`config.mk`:
```
export PLATFORM = sky130hd
export DESIGN_NAME = memory_cycle
export DESIGN_NICKNAME = d
export VERILOG_FILES = /design/src/rtl/memory_cycle.sv
export SDC_FILE = /design/constraint.sdc
export NUM_CORES = 1
export LEC_CHECK = 0
export CORE_AREA = 2 2 173 175
export CTS_BUF_LIST = sky130_fd_sc_hd__clkbuf_4
export DETAILED_ROUTE_END_ITERATION = 16
export DIE_AREA = 0 0 175 177
export PLACE_DENSITY = 0.78
export SLEW_MARGIN = 20
export SYNTH_ARGS = -nofsm -noshare
export SYNTH_HDL_FRONTEND = slang
export SYNTH_SLANG_ARGS = --single-unit
```
`constraint.sdc`:
```
create_clock -name clk -period 2.9 [get_ports clk]
set_input_delay 0.58 -clock clk [delete_from_list [all_inputs] [get_ports clk]]
set_output_delay 0.58 -clock clk [all_outputs]
set_load 0.01 [all_outputs]
```
`src/rtl/memory_cycle.sv`:
```
// memory_cycle: RISC-V MEM stage driving a valid/ack data-memory bus.
// Optional misaligned-access trap enabled by defining MEM_MISALIGN_TRAP_EN.
module memory_cycle #(
  parameter int unsigned TIMEOUT_CYCLES = 255
) (
  input  logic        clk,
  input  logic        rst,
  input  logic        RegWriteM,
  input  logic        MemWriteM,
  input  logic [2:0]  ResultSrcM,
  input  logic [4:0]  RdM,
  input  logic [31:0] ALUResultM,
  input  logic [31:0] WriteDataM,
  input  logic [31:0] PCPlus4M,
  input  logic [31:0] luAuiPCM,
  input  logic [31:0] InstrM,
  output logic        dmem_req,
  output logic        dmem_we,
  output logic [31:0] dmem_addr,
  output logic [31:0] dmem_wdata,
  output logic [3:0]  dmem_be,
  input  logic        dmem_ack,
  input  logic [31:0] dmem_rdata,
  output logic        StallM,
  output logic        bus_error,
`ifdef MEM_MISALIGN_TRAP_EN
  output logic        misalign_fault,
`endif
  output logic        RegWriteW,
  output logic [2:0]  ResultSrcW,
  output logic [4:0]  RdW,
  output logic [31:0] ALUResultW,
  output logic [31:0] ReadDataW,
  output logic [31:0] PCPlus4W,
  output logic [31:0] luAuiPCW,
  output logic [31:0] InstrW
);

  typedef enum logic [1:0] {IDLE, ACCESS, DONE} state_t;

  typedef struct packed {
    logic        rw;
    logic [2:0]  rs;
    logic [4:0]  rd;
    logic [31:0] alu;
    logic [31:0] rdat;
    logic [31:0] pc4;
    logic [31:0] lui;
    logic [31:0] ins;
  } wb_t;

  state_t      state_q;
  logic        req_q, we_q, ld_q, berr_q;
  logic [31:0] addr_q, wdata_q, cap_q, cnt_q;
  logic [3:0]  be_q;
  logic [2:0]  f3_q;
  logic [1:0]  off_q;
  wb_t         wb_q, wb_d;

  logic        is_load, is_mem, to_hit, flt;
  logic [2:0]  f3;
  logic [1:0]  off;
  logic [3:0]  be_d;
  logic [31:0] wdata_d;

  assign f3      = InstrM[14:12];
  assign off     = ALUResultM[1:0];
  assign is_load = (InstrM[6:0] == 7'b0000011);
  assign is_mem  = is_load | MemWriteM;
  assign to_hit  = (TIMEOUT_CYCLES != 0) &&
                   (cnt_q == TIMEOUT_CYCLES - 1);

`ifdef MEM_MISALIGN_TRAP_EN
  logic fault_q, mis;
  assign mis = ((f3[1:0] == 2'b01) && off[0]) ||
               ((f3[1:0] == 2'b10) && (off != 2'b00));
  assign flt = fault_q;
  assign misalign_fault = fault_q;
`else
  assign flt = 1'b0;
`endif

  function automatic logic [31:0] ext_load(
    input logic [31:0] w,
    input logic [2:0]  f,
    input logic [1:0]  o
  );
    logic [7:0]  b;
    logic [15:0] h;
    b = 8'(w >> {o, 3'b000});
    h = o[1] ? w[31:16] : w[15:0];
    unique case (f[1:0])
      2'b00:   ext_load = {{24{b[7] & ~f[2]}}, b};
      2'b01:   ext_load = {{16{h[15] & ~f[2]}}, h};
      default: ext_load = w;
    endcase
  endfunction

  // store lane steering; loads always read the whole word
  always_comb begin
    be_d    = 4'b1111;
    wdata_d = WriteDataM;
    if (MemWriteM) begin
      unique case (f3[1:0])
        2'b00: begin
          be_d    = 4'b0001 << off;
          wdata_d = {4{WriteDataM[7:0]}};
        end
        2'b01: begin
          be_d    = 4'b0011 << {off[1], 1'b0};
          wdata_d = {2{WriteDataM[15:0]}};
        end
        default: ;
      endcase
    end
  end

  always_ff @(posedge clk) begin
    if (rst) begin
      state_q <= IDLE;
      req_q   <= 1'b0;
      we_q    <= 1'b0;
      addr_q  <= '0;
      wdata_q <= '0;
      be_q    <= '0;
      cap_q   <= '0;
      cnt_q   <= '0;
      f3_q    <= '0;
      off_q   <= '0;
      ld_q    <= 1'b0;
      berr_q  <= 1'b0;
`ifdef MEM_MISALIGN_TRAP_EN
      fault_q <= 1'b0;
`endif
    end else begin
      berr_q <= 1'b0;
      unique case (state_q)
        IDLE: begin
          if (is_mem) begin
            state_q <= ACCESS;
            req_q   <= 1'b1;
            we_q    <= MemWriteM;
            addr_q  <= {ALUResultM[31:2], 2'b00};
            be_q    <= be_d;
            wdata_q <= wdata_d;
            cnt_q   <= '0;
            f3_q    <= f3;
            off_q   <= off;
            ld_q    <= is_load;
`ifdef MEM_MISALIGN_TRAP_EN
            if (mis) begin
              state_q <= DONE;
              req_q   <= 1'b0;
              cap_q   <= '0;
              fault_q <= 1'b1;
            end
`endif
          end
        end
        ACCESS: begin
          if (dmem_ack) begin
            cap_q   <= ld_q ? ext_load(dmem_rdata, f3_q, off_q) : '0;
            req_q   <= 1'b0;
            state_q <= DONE;
          end else if (to_hit) begin
            cap_q   <= '0;
            req_q   <= 1'b0;
            berr_q  <= 1'b1;
            state_q <= DONE;
          end else begin
            cnt_q <= cnt_q + 32'd1;
          end
        end
        DONE: begin
          state_q <= IDLE;
`ifdef MEM_MISALIGN_TRAP_EN
          fault_q <= 1'b0;
`endif
        end
        default: state_q <= IDLE;
      endcase
    end
  end

  // MEM/WB takes the instruction whenever M is not stalled
  always_comb begin
    wb_d = wb_q;
    if (state_q == DONE || (state_q == IDLE && !is_mem)) begin
      wb_d = '{RegWriteM & ~flt, ResultSrcM, RdM, ALUResultM,
               (state_q == DONE) ? cap_q : 32'h0,
               PCPlus4M, luAuiPCM, InstrM};
    end else if (state_q == IDLE) begin
      wb_d     = '0;
      wb_d.ins = 32'h0000_0013;
    end
  end

  always_ff @(posedge clk) begin
    if (rst) wb_q <= '0;
    else     wb_q <= wb_d;
  end

  assign StallM     = (state_q == ACCESS) ||
                      (state_q == IDLE && is_mem);
  assign dmem_req   = req_q;
  assign dmem_we    = we_q;
  assign dmem_addr  = addr_q;
  assign dmem_wdata = wdata_q;
  assign dmem_be    = be_q;
  assign bus_error  = berr_q;

  assign RegWriteW  = wb_q.rw;
  assign ResultSrcW = wb_q.rs;
  assign RdW        = wb_q.rd;
  assign ALUResultW = wb_q.alu;
  assign ReadDataW  = wb_q.rdat;
  assign PCPlus4W   = wb_q.pc4;
  assign luAuiPCW   = wb_q.lui;
  assign InstrW     = wb_q.ins;

endmodule

```
==> results of run 1 <==
[layer usage]
layer  vias to the layer above  wire [um]  share of wire, %  global-route usage [%]
met1                      6070      18300                40                    34.2
met5                         -         21             0.046                       0
met3                       114       4780                10                    9.71
met4                         4       1810               3.9                    14.3
met2                       576      20900                46                    44.0
li1                       6265          -                 -                       -
[stage by stage]
step / cell area, sq um / total power (W) / cells / utilization [%] / setup TNS (ps)
global placement: 17600 / 0.00626 / 2306 / 60.1 / -406
detailed placement: 17600 / 0.00629 / 2306 / 60.1 / -656
floorplan: 12700 / 0.00535 / 1562 / - / 0
global route: 18600 / 0.0104 / 2444 / 63.6 / 0
CTS: 18600 / 0.0101 / 2443 / 63.5 / 0
finish: 18600 / 0.00999 / 2446 / 63.6 / 0
[final cells by class]
cell class,instances,area [sq um],area share (%)
Antenna cell,3,7.51,0.0404
Sequential cell,310,6210,33.4
Timing Repair Buffer,484,4860,26.1
Clock buffer,116,871,4.68
Inverter,15,56.3,0.303
Clock inverter,20,125,0.673
Tap cell,390,488,2.62
Multi-Input combinational cell,1108,5980,32.1
[critical path, stage by stage]
cell	delay [ps]
clkdlybuf4s50_1	480
nor4_4	450
a211o_1	250
nand2_4	60
inv_1	90
dlygate4sd2_1	270
[registers in the layout (all words and copies together), names as in the netlist, 3 cells and up]
register / flops
ALUResultW: 32
PCPlus4W: 32
dmem_be: 4
ResultSrcW: 3
luAuiPCW: 32
cnt_q: 32
ReadDataW: 32
InstrW: 32
RdW: 5
f3_q: 3
dmem_addr: 30
cap_q: 32
dmem_wdata: 32
[report_power, final]
| group | internal, W | total (W) | switching (W) |
|---|---|---|---|
| logic | 0.000825 | 0.00167 | 0.000845 |
| registers | 0.00444 | 0.00454 | 0.0000995 |
| clock network | 0.00193 | 0.00378 | 0.00185 |
| total | 0.00719 | 0.00999 | 0.00279 |
[path summary, 6_finish.rpt]
check	end	slack, ps	cells past startpoint	start
setup / recovery	StallM	150	6	InstrM[6]
hold / removal	cnt_q[0]$_SDFFE_PP0P_	210	2	rst
setup reg to reg	cap_q[8]$_SDFFE_PP0P_	540	8	cnt_q[0]$_SDFFE_PP0P_
hold reg to reg	cap_q[6]$_SDFFE_PP0P_	450	2	cap_q[6]$_SDFFE_PP0P_
[synthesized netlist by cell type, drive strengths merged, types with 15 or more instances]
master	number
a211oi	17
o211ai	19
nor2	103
buf	21
xnor2	15
mux2i	25
nand2	362
nand3	15
a21oi	259
o21ai	28
dfxtp	310
clkbuf	108
nand3b	133
inv	15
[logic make-up after synthesis]
group / synth area share, %
simple gates: 26.2
compound gates: 16.6
flops: 48.8
buf+inv: 4.43
mux: 2.68
xor+xnor: 1.03
fa+ha+maj: 0.197
other cells: 0.0295
[timing repair]
item	in CTS	in global routing
setup endpoints to repair	1	0
gates resized for setup	1	0
setup buffers	1	0
==> flow_summary.json, run 1 <==
{
  "outcome": "finished clean",
  "core_sq_mm": 0.0292,
  "critPathArrivalTime_ps": 2170,
  "grt_pass1_vias": 12400,
  "postCtsHoldBufs": 0,
  "ys_dominant_reg_cell": "dfxtp_1",
  "vdd_ir_drop_max_v": 0.000359,
  "cp_max_fo": 2,
  "cts.sinks": 310,
  "finalNetCount": 2208,
  "syn2layout_area_growth_pct": 46.2,
  "portBuffers": 443,
  "min_path_type": "input port to register",
  "first_iter_violations": 911,
  "die_x_um": 175,
  "ys_ff_latch": 310,
  "fmax_mhz": 364,
  "yosys_warnings": 0,
  "syn_avg_cell_area_sq_um": 8.15,
  "async_flop_share_pct": 0,
  "p_leak_nw": 6.64,
  "grt_max_degree": 295,
  "grt_pass1_wl_um": 68400,
  "clk_pin_slew_worst_paths_ps": 60,
  "critical_path.endpoint_type": "output pin",
  "die_area_sq_mm": 0.0310,
  "drtPass1Iterations": 5,
  "cts-root-buf": "clkbuf_4",
  "final_common_cell": "clkdlybuf4s50_1",
  "dieHeight_um": 177,
  "tightest_slew_ps": 1060,
  "io_pins": 446,
  "critPathLaunchType": "input port",
  "dp_slack_ps": -131,
  "setup_ws_ps": 149,
  "synth_edf_count": 0,
  "setup_viol": 0,
  "gp_congestion": 0.921,
  "track_usage_pct": 28.1,
  "maxSlewViolCount": 0,
  "cts_buffers": 82,
  "vias": 13000,
  "antenna_left": 0,
  "hpwl_um": 32000,
  "finClkSkew_ps": 77.8,
  "antenna_found_initial": 3,
  "final_cell_mix": "clkdlybuf4s50_1, nand2_1, dfxtp_1",
  "clk_path_buf_depth": 3,
  "fin_crit_sh_pct": 94.9,
  "synthTopCellsByArea": "dfxtp_1, nand2_1, a21oi_1",
  "layout-drive-gt1-share_pct": 9.21,
  "drc": 0,
  "crit_type": "input port to output pin",
  "pwr_density_cell_mw_per_mm2": 537,
  "timing.hold.ws_ps": 211,
  "ys_seq_area_share_pct": 48.8,
  "syn_inst": 1561,
  "ys_types": 53,
  "period_needed_ps": 2750,
  "maxCapViolCount": 0,
  "drt-total-wl_um": 45800,
  "start_util_pct": 43.5,
  "post_drt_wl_per_cell_um": 18.7,
  "clk_latency_ps": 730,
  "vias_per_cell": 5.33,
  "rows": 63,
  "fillers": 2544,
  "synth_top_area_share_pct": 48.8,
  "netlist_area_sq_mm": 0.0127,
  "cts_tree": "built",
  "yosysTopAreaCell": "dfxtp_1",
  "h-tree-depth": 3,
  "crit_required_ps": 2320,
  "rsz0062_at_grt": "false",
  "max_slew_margin_pct": 29.0,
  "finalHoldViolations": 0,
  "overflow": 0
}
Power figures use the tool's default switching activity.
==> run 2, diff against run 1 <==
--- a/config.mk
+++ b/config.mk
@@ -10,7 +10,6 @@
 export DETAILED_ROUTE_END_ITERATION = 16
 export DIE_AREA = 0 0 175 177
 export PLACE_DENSITY = 0.78
-export SLEW_MARGIN = 20
 export SYNTH_ARGS = -nofsm -noshare
 export SYNTH_HDL_FRONTEND = slang
 export SYNTH_SLANG_ARGS = --single-unit
==> results of run 2 <==
No change in the layout: final DEF, timing and power equal those of run 1.
==> run 3, diff against run 2 <==
--- a/config.mk
+++ b/config.mk
@@ -5,6 +5,7 @@
 export SDC_FILE = /design/constraint.sdc
 export NUM_CORES = 1
 export LEC_CHECK = 0
+export CAP_MARGIN = 0
 export CORE_AREA = 2 2 173 175
 export CTS_BUF_LIST = sky130_fd_sc_hd__clkbuf_4
 export DETAILED_ROUTE_END_ITERATION = 16
==> results of run 3 <==
No change in the layout: final DEF, timing and power equal those of run 1.
